`config.mk`:
```
export PLATFORM = sky130hd
export DESIGN_NAME = spi_master_wb_cfg
export DESIGN_NICKNAME = d
export VERILOG_FILES = /design/src/rtl/spi_master_wb_cfg.sv
export SDC_FILE = /design/constraint.sdc
export NUM_CORES = 1
export LEC_CHECK = 0
export ABC_AREA = 1
export CORE_MARGIN = 3
export CORE_UTILIZATION = 58
export CTS_CLUSTER_DIAMETER = 80
export DETAILED_ROUTE_END_ITERATION = 10
export PLACE_DENSITY = 0.8
export SLEW_MARGIN = 0
export SYNTH_ARGS = -nofsm -noshare
export SYNTH_HDL_FRONTEND = slang
export SYNTH_SLANG_ARGS = --single-unit
export TNS_END_PERCENT = 10
```
`constraint.sdc`:
```
create_clock -name CLK_I -period 2.1 [get_ports CLK_I]
set_clock_uncertainty 0.2 [all_clocks]
set_input_delay 0.63 -clock CLK_I [delete_from_list [all_inputs] [get_ports CLK_I]]
set_output_delay 0.63 -clock CLK_I [all_outputs]
set_load 0.005 [all_outputs]
```
`src/rtl/spi_master_wb_cfg.sv`:
```
// SPI master with a Wishbone-style register file: mode, clock divider and chip select
// are configured over the bus; a TXDATA write runs one full-duplex transfer.
module spi_master_wb_cfg #(
  parameter int NUM_CHIP_SELECTS = 3,
  parameter int DATA_WIDTH       = 8,
  parameter int RESET_CLKDIV     = 3
) (
  input  logic                        CLK_I,
  input  logic                        RST_I,
  input  logic                        STB_I,
  input  logic                        WE_I,
  input  logic [2:0]                  ADR_I,
  input  logic [DATA_WIDTH-1:0]       DAT_I,
  output logic [DATA_WIDTH-1:0]       DAT_O,
  output logic                        ACK_O,
  output logic                        RTY_O,
  input  logic                        miso,
  output logic                        mosi,
  output logic                        sck,
  output logic [NUM_CHIP_SELECTS-1:0] chipSelects
);

  localparam logic [2:0] A_CTRL   = 3'd0;
  localparam logic [2:0] A_CLKDIV = 3'd1;
  localparam logic [2:0] A_CSSEL  = 3'd2;
  localparam logic [2:0] A_TXDATA = 3'd3;
  localparam logic [2:0] A_RXDATA = 3'd4;
  localparam logic [2:0] A_STATUS = 3'd5;
  localparam int EW = $clog2(2 * DATA_WIDTH + 1);

  typedef enum logic [2:0] {IDLE, SETUP, SHIFT, TRAIL, DONE} state_t;

  state_t                r_state;
  state_t                w_state_next;
  logic                  r_ack;
  logic                  r_rty;
  logic [DATA_WIDTH-1:0] r_dat;
  logic [3:0]            r_ctrl;
  logic [7:0]            r_clkdiv;
  logic [2:0]            r_cssel;
  logic [DATA_WIDTH-1:0] r_rxdata;
  logic                  r_done;
  logic                  r_cs_held;
  logic [7:0]            r_hp_cnt;
  logic [EW-1:0]         r_edge_cnt;
  logic                  r_sck;
  logic                  r_mosi;
  logic [DATA_WIDTH-1:0] r_tx_sr;
  logic [DATA_WIDTH-1:0] r_rx_sr;

  logic                  w_access;
  logic                  w_busy;
  logic                  w_refuse;
  logic                  w_wr;
  logic                  w_rd;
  logic                  w_start;
  logic                  w_hp_end;
  logic                  w_last_edge;
  logic                  w_edge;
  logic                  w_leading;
  logic                  w_sample;
  logic                  w_update;
  logic                  w_cs_active;
  logic                  w_cpol;
  logic                  w_cpha;
  logic                  w_lsb;
  logic [DATA_WIDTH-1:0] w_rd_data;

  function automatic logic first_bit(input logic [DATA_WIDTH-1:0] v, input logic lsb);
    return lsb ? v[0] : v[DATA_WIDTH-1];
  endfunction

  function automatic logic [DATA_WIDTH-1:0] shift_out(input logic [DATA_WIDTH-1:0] v,
                                                      input logic lsb);
    return lsb ? (v >> 1) : (v << 1);
  endfunction

  assign w_cpol = r_ctrl[0];
  assign w_cpha = r_ctrl[1];
  assign w_lsb  = r_ctrl[3];

  // A cycle that is already responding never starts a new access.
  assign w_access    = STB_I & ~r_ack & ~r_rty;
  assign w_busy      = (r_state != IDLE);
  assign w_refuse    = w_access & WE_I & w_busy;
  assign w_wr        = w_access & WE_I & ~w_busy;
  assign w_rd        = w_access & ~WE_I;
  assign w_start     = w_wr & (ADR_I == A_TXDATA);
  assign w_hp_end    = (r_hp_cnt == r_clkdiv);
  assign w_last_edge = (r_edge_cnt == EW'(2 * DATA_WIDTH));

  // Odd-numbered edges (1st, 3rd, ...) are leading edges.
  assign w_leading = ~r_edge_cnt[0];
  assign w_sample  = w_edge & (w_cpha ? ~w_leading : w_leading);
  assign w_update  = w_edge & (w_cpha ? w_leading : ~w_leading);

  always_ff @(posedge CLK_I) begin
    if (RST_I) begin
      r_state <= IDLE;
    end else begin
      r_state <= w_state_next;
    end
  end

  always_comb begin
    w_state_next = r_state;
    w_edge       = 1'b0;
    case (r_state)
      IDLE: begin
        if (w_start) begin
          w_state_next = SETUP;
        end
      end
      SETUP: begin
        if (w_hp_end) begin
          w_state_next = SHIFT;
          w_edge       = 1'b1;
        end
      end
      SHIFT: begin
        if (w_hp_end) begin
          if (w_last_edge) begin
            w_state_next = TRAIL;
          end else begin
            w_edge = 1'b1;
          end
        end
      end
      TRAIL: begin
        if (w_hp_end) begin
          w_state_next = DONE;
        end
      end
      DONE: begin
        w_state_next = IDLE;
      end
      default: begin
        w_state_next = IDLE;
      end
    endcase
  end

  always_comb begin
    w_rd_data = '0;
    case (ADR_I)
      A_CTRL:   w_rd_data[3:0] = r_ctrl;
      A_CLKDIV: w_rd_data[7:0] = r_clkdiv;
      A_CSSEL:  w_rd_data[2:0] = r_cssel;
      A_RXDATA: w_rd_data      = r_rxdata;
      A_STATUS: w_rd_data[1:0] = {r_done, w_busy};
      default:  w_rd_data      = '0;
    endcase
  end

  always_ff @(posedge CLK_I) begin
    if (RST_I) begin
      r_ack      <= 1'b0;
      r_rty      <= 1'b0;
      r_dat      <= '0;
      r_ctrl     <= '0;
      r_clkdiv   <= 8'(RESET_CLKDIV);
      r_cssel    <= '0;
      r_rxdata   <= '0;
      r_done     <= 1'b0;
      r_cs_held  <= 1'b0;
      r_hp_cnt   <= '0;
      r_edge_cnt <= '0;
      r_sck      <= 1'b0;
      r_mosi     <= 1'b0;
      r_tx_sr    <= '0;
      r_rx_sr    <= '0;
    end else begin
      r_ack <= w_access & ~w_refuse;
      r_rty <= w_refuse;
      r_dat <= w_rd ? w_rd_data : '0;

      if (w_wr) begin
        case (ADR_I)
          A_CTRL: begin
            r_ctrl <= DAT_I[3:0];
            if (!DAT_I[2]) begin
              r_cs_held <= 1'b0;
            end
          end
          A_CLKDIV: r_clkdiv <= DAT_I[7:0];
          A_CSSEL: begin
            r_cssel <= DAT_I[2:0];
            if (DAT_I[2:0] != r_cssel) begin
              r_cs_held <= 1'b0;
            end
          end
          default: ;
        endcase
      end

      if (r_state == IDLE) begin
        r_hp_cnt   <= '0;
        r_edge_cnt <= '0;
      end else begin
        r_hp_cnt <= w_hp_end ? 8'd0 : r_hp_cnt + 8'd1;
      end

      // CPHA=0 presents the first bit before any clock edge; CPHA=1 waits for edge 1.
      if (w_start) begin
        r_sck   <= w_cpol;
        r_rx_sr <= '0;
        if (w_cpha) begin
          r_mosi  <= 1'b0;
          r_tx_sr <= DAT_I;
        end else begin
          r_mosi  <= first_bit(DAT_I, w_lsb);
          r_tx_sr <= shift_out(DAT_I, w_lsb);
        end
      end

      if (w_edge) begin
        r_sck      <= ~r_sck;
        r_edge_cnt <= r_edge_cnt + EW'(1);
      end
      if (w_update) begin
        r_mosi  <= first_bit(r_tx_sr, w_lsb);
        r_tx_sr <= shift_out(r_tx_sr, w_lsb);
      end
      if (w_sample) begin
        r_rx_sr <= w_lsb ? {miso, r_rx_sr[DATA_WIDTH-1:1]}
                         : {r_rx_sr[DATA_WIDTH-2:0], miso};
      end

      // Latch the hold request before DONE so a held CS never blips high.
      if (r_state == TRAIL && w_hp_end) begin
        r_cs_held <= r_ctrl[2];
      end
      if (r_state == DONE) begin
        r_rxdata <= r_rx_sr;
      end

      if (r_state == DONE) begin
        r_done <= 1'b1;
      end else if (w_rd && ADR_I == A_RXDATA) begin
        r_done <= 1'b0;
      end
    end
  end

  assign w_cs_active = (r_state == SETUP) || (r_state == SHIFT) || (r_state == TRAIL) || r_cs_held;

  for (genvar gi = 0; gi < NUM_CHIP_SELECTS; gi++) begin : g_cs
    assign chipSelects[gi] = ~(w_cs_active && (r_cssel == 3'(gi)));
  end

  assign ACK_O = r_ack;
  assign RTY_O = r_rty;
  assign DAT_O = r_dat;
  assign sck   = w_busy ? r_sck : w_cpol;
  assign mosi  = w_busy ? r_mosi : 1'b0;

endmodule

```
==> impl_results.md, run 1 <==
* Syn-to-layout area delta at 27.9%
* Post-DP HPWL at 6.90 mm
* Startpoint types: flop
* DR top layer: met4
* Num ports at 31
* Number of routed nets with antenna violations at 0
* Fraction of registers with async set/reset at 0%
* CP Class: flop to output port
* M1 wire length at 4.06 mm
* Hold Buf Count CTS at 0
* HP Class: flop to flop
* Max IR drop VDD at 0.915 mV
* Final Worst Setup Slack at -0.0548 ns
* Layout Cells excl Fill at 672
* DR vias at 3851
* Post-route core utilization at 79.3%
* Congestion Overflow GR at 0
* FF+latch area at 1380 um2
* Vias in the first global route at 3620
* Routed wire length per instance at 14.8 um
* Multi-input gate area at 1940 um2
* Antenna violations before repair at 0
* Hold depth at 2
* Dpl cell area at 4180 um2
* Critical Path Sink Type: output port
* FF-to-FF path depth at 10
* Pre-Repair DR Iteration Count at 5
* PwrDens at 801 nW/um2
* Worst slew pin tran at 0.459 ns
* Proportion of layout cells with a drive suffix above 1 at 19.8%
* # DRC at 0
* Failing checks: setup timing
* Clk pin slew, worst setup/hold paths at 0.08 ns
* Starting Density at 62.0%
* R2R setup slack at 0.11 ns
* Port-buffer cells at 30
* Leakage at 1.95 nW
* Cells after Synth at 523
* Layout filler cell count at 413
* Met2 wire len at 4.93 mm
* Max-Slew Margin vs Limit at 69.4%
* Slew Limit Fails at 0
* Final-report setup violation count at 4
* Unrepaired setup endpoints after global routing: yes
* Die area at 7070 um2
* Root buffer cell: clkbuf_8
* Number of synthesized flops with an enable pin at 0
* Clk_lat worst skew at 0.34 ns
* Sequential element share of the synthesized area at 39.0%
* R2r startpoint: r_state[0]
* Die height at 84.1 um
* Place WS at -0.325 ns
* Rows at 27
* Synth Area per Inst at 6.77 um2
* Post-synthesis cell area at 3540 um2
* Hold path endpoint: r_rxdata[0]
* TritonCTS clock tree: done
* Final period util at 103%
* Max Fclk at 464 MHz
* Final Hold Fails at 0
* Placed instance count at 652
* Core area at 5710 um2
* Drt first-iter violations at 352
* Primary FF master, synth: dfxtp_1
* Yosys warns at 0
* Max-cap violations at 0
* CTS sink cnt at 69
* Finished Cell Area at 4530 um2
* Worst Min Path Start: r_rxdata[0]
* Largest net degree at the start of global routing at 25
* Crit Path Max Fanout at 3
* Vias per Instance at 5.73
* Total track usage at 28.7%
* Reg2Reg Capture Point: r_tx_sr[0]
* CTS Buf Count at 9
* Chip Width at 84.1 um
* Final Wtd Congestion at 0.923
* DRT Wirelength at 9.98 mm
* WL met3 at 706 um
* Synth Register Bits at 69
* First-pass GRT wire length at 16.6 mm
* Critical path data required time at 1.27 ns
* Final Critical Period at 2.15 ns
* Diodes inserted at 0
* Synth Net Count at 542
* Arrival time at the worst endpoint at 1.32 ns
* Outcome: complete, but fails checks
* Clock buffer depth at 2
* H-tree lvl count at 3
* Netlist cell types at 38
* Final #Nets at 614
==> routing by layer <==
layer | up-vias | track usage, %
li1 | 1867 | -
met1 | 1758 | 35.6
met2 | 193 | 48.0
met3 | 33 | 4.64
met4 | 0 | 14.5
met5 | - | 0
==> cell usage after synthesis, types with 2 or more instances <==
library cell,count,share of area (%)
a211oi_1,2,0.42
a31oi_1,2,0.35
ha_1,3,1.1
dfxtp_1,69,39
nor3_1,5,0.71
mux2i_1,3,0.85
xnor2_1,3,0.74
nand3_1,37,5.2
nor3b_1,2,0.42
buf_2,7,0.99
o21ai_0,35,5.0
inv_2,4,0.42
nand2_2,5,0.88
nand2_1,148,16
xor2_1,4,0.99
clkbuf_1,10,1.1
nand4_1,16,2.8
nor2_1,39,4.1
a21oi_1,44,6.2
o211ai_1,4,0.85
nor2_4,2,0.64
a22oi_1,2,0.42
o22ai_1,5,0.88
buf_4,2,0.42
inv_1,57,6.0
==> timing repair <==
action,CTS,global route
cloned,0,1
pin swaps,1,13
setup endpoints to repair,11,36
resized for setup,36,33
buffers inserted,1,2
==> critical path: stages, from the launching register on <==
cell,delay [ns]
dfxtp_2,0.34
nor2_4,0.13
nor2_2,0.06
or2_4,0.25
nand4_1,0.09
buf_2,0.12
==> worst max path at each step <==
stage / start / endpoint / slack [ns] / cells after the start
2_1_floorplan: ADR_I[1] / r_mosi / 0.20 / 7
3_3_place_gp: STB_I / r_mosi / -0.24 / 10
5_1_grt: r_state[1] / mosi / -0.11 / 6
3_5_place_dp: STB_I / r_cssel[2] / -0.33 / 9
4_1_cts: r_state[0] / chipSelects[1] / -0.04 / 5
6_report: r_state[1] / chipSelects[1] / -0.05 / 5
==> per-stage QoR <==
step / setup TNS (ns) / hold slack [ns] / power [mW]
floorplan: 0 / 0.230 / 1.96
global placement: -9.13 / 0.249 / 2.37
detailed placement: -10.75 / 0.257 / 2.40
CTS: -0.134 / 0.272 / 3.54
global route: -0.507 / 0.305 / 3.80
finish: -0.154 / 0.272 / 3.63
==> kinds of logic after synthesis <==
| kind of cell | share of synthesized area, % |
|---|---|
| flip-flops | 39.0 |
| XOR/XNOR | 1.73 |
| adder cells (fa/ha/maj) | 1.06 |
| AND/OR/NAND/NOR | 33.0 |
| AO/OA/AOI/OAI | 15.1 |
| multiplexers | 0.849 |
| buffers and inverters | 9.26 |
==> cell type report <==
class	count	share of cell area, %
multi-input cells	373	42.8
flip-flops and latches	69	30.6
repair buffers	81	15.2
inverters	61	5.11
clock buffers	13	3.95
well taps	72	1.99
clock inverters	3	0.387
==> cell usage in the layout, fill, tap and decap left out, types with 3 or more instances in the layout <==
cell type / count
a21oi_1: 42
a21oi_2: 3
o22ai_1: 5
inv_2: 6
nor3_1: 4
buf_4: 46
mux2i_1: 3
nand3_1: 32
xor2_1: 4
clkdlybuf4s50_1: 23
inv_1: 54
buf_2: 4
o211ai_1: 4
nor2_4: 3
nor2_1: 34
clkbuf_8: 13
xnor2_1: 3
o21ai_1: 6
ha_1: 3
dfxtp_1: 67
nand4_1: 16
nand2_2: 10
o21ai_0: 27
buf_6: 5
nand3_2: 5
nand2_1: 141
nor2_2: 5
==> where the power goes <==
| part | switching (mW) | internal (mW) | total (mW) |
|---|---|---|---|
| logic | 0.686 | 0.482 | 1.17 |
| clock network | 0.496 | 0.554 | 1.05 |
| registers | 0.0462 | 1.36 | 1.41 |
==> registers in the layout (all words and copies together) (netlist names) <==
register    flops
DAT_O           8
r_tx_sr         8
r_done          1
ACK_O           1
r_cs_held       1
r_state         3
r_edge_cnt      5
r_clkdiv        8
r_ctrl          4
RTY_O           1
r_mosi          1
r_rx_sr         8
r_hp_cnt        8
r_rxdata        8
r_sck           1
r_cssel         3
(Power assumes the default switching activity.)
==> inputs of run 2 (changes only) <==
- SLEW_MARGIN: 0 -> default
==> results of run 2 <==
No change in the layout: final DEF, timing and power equal those of run 1.
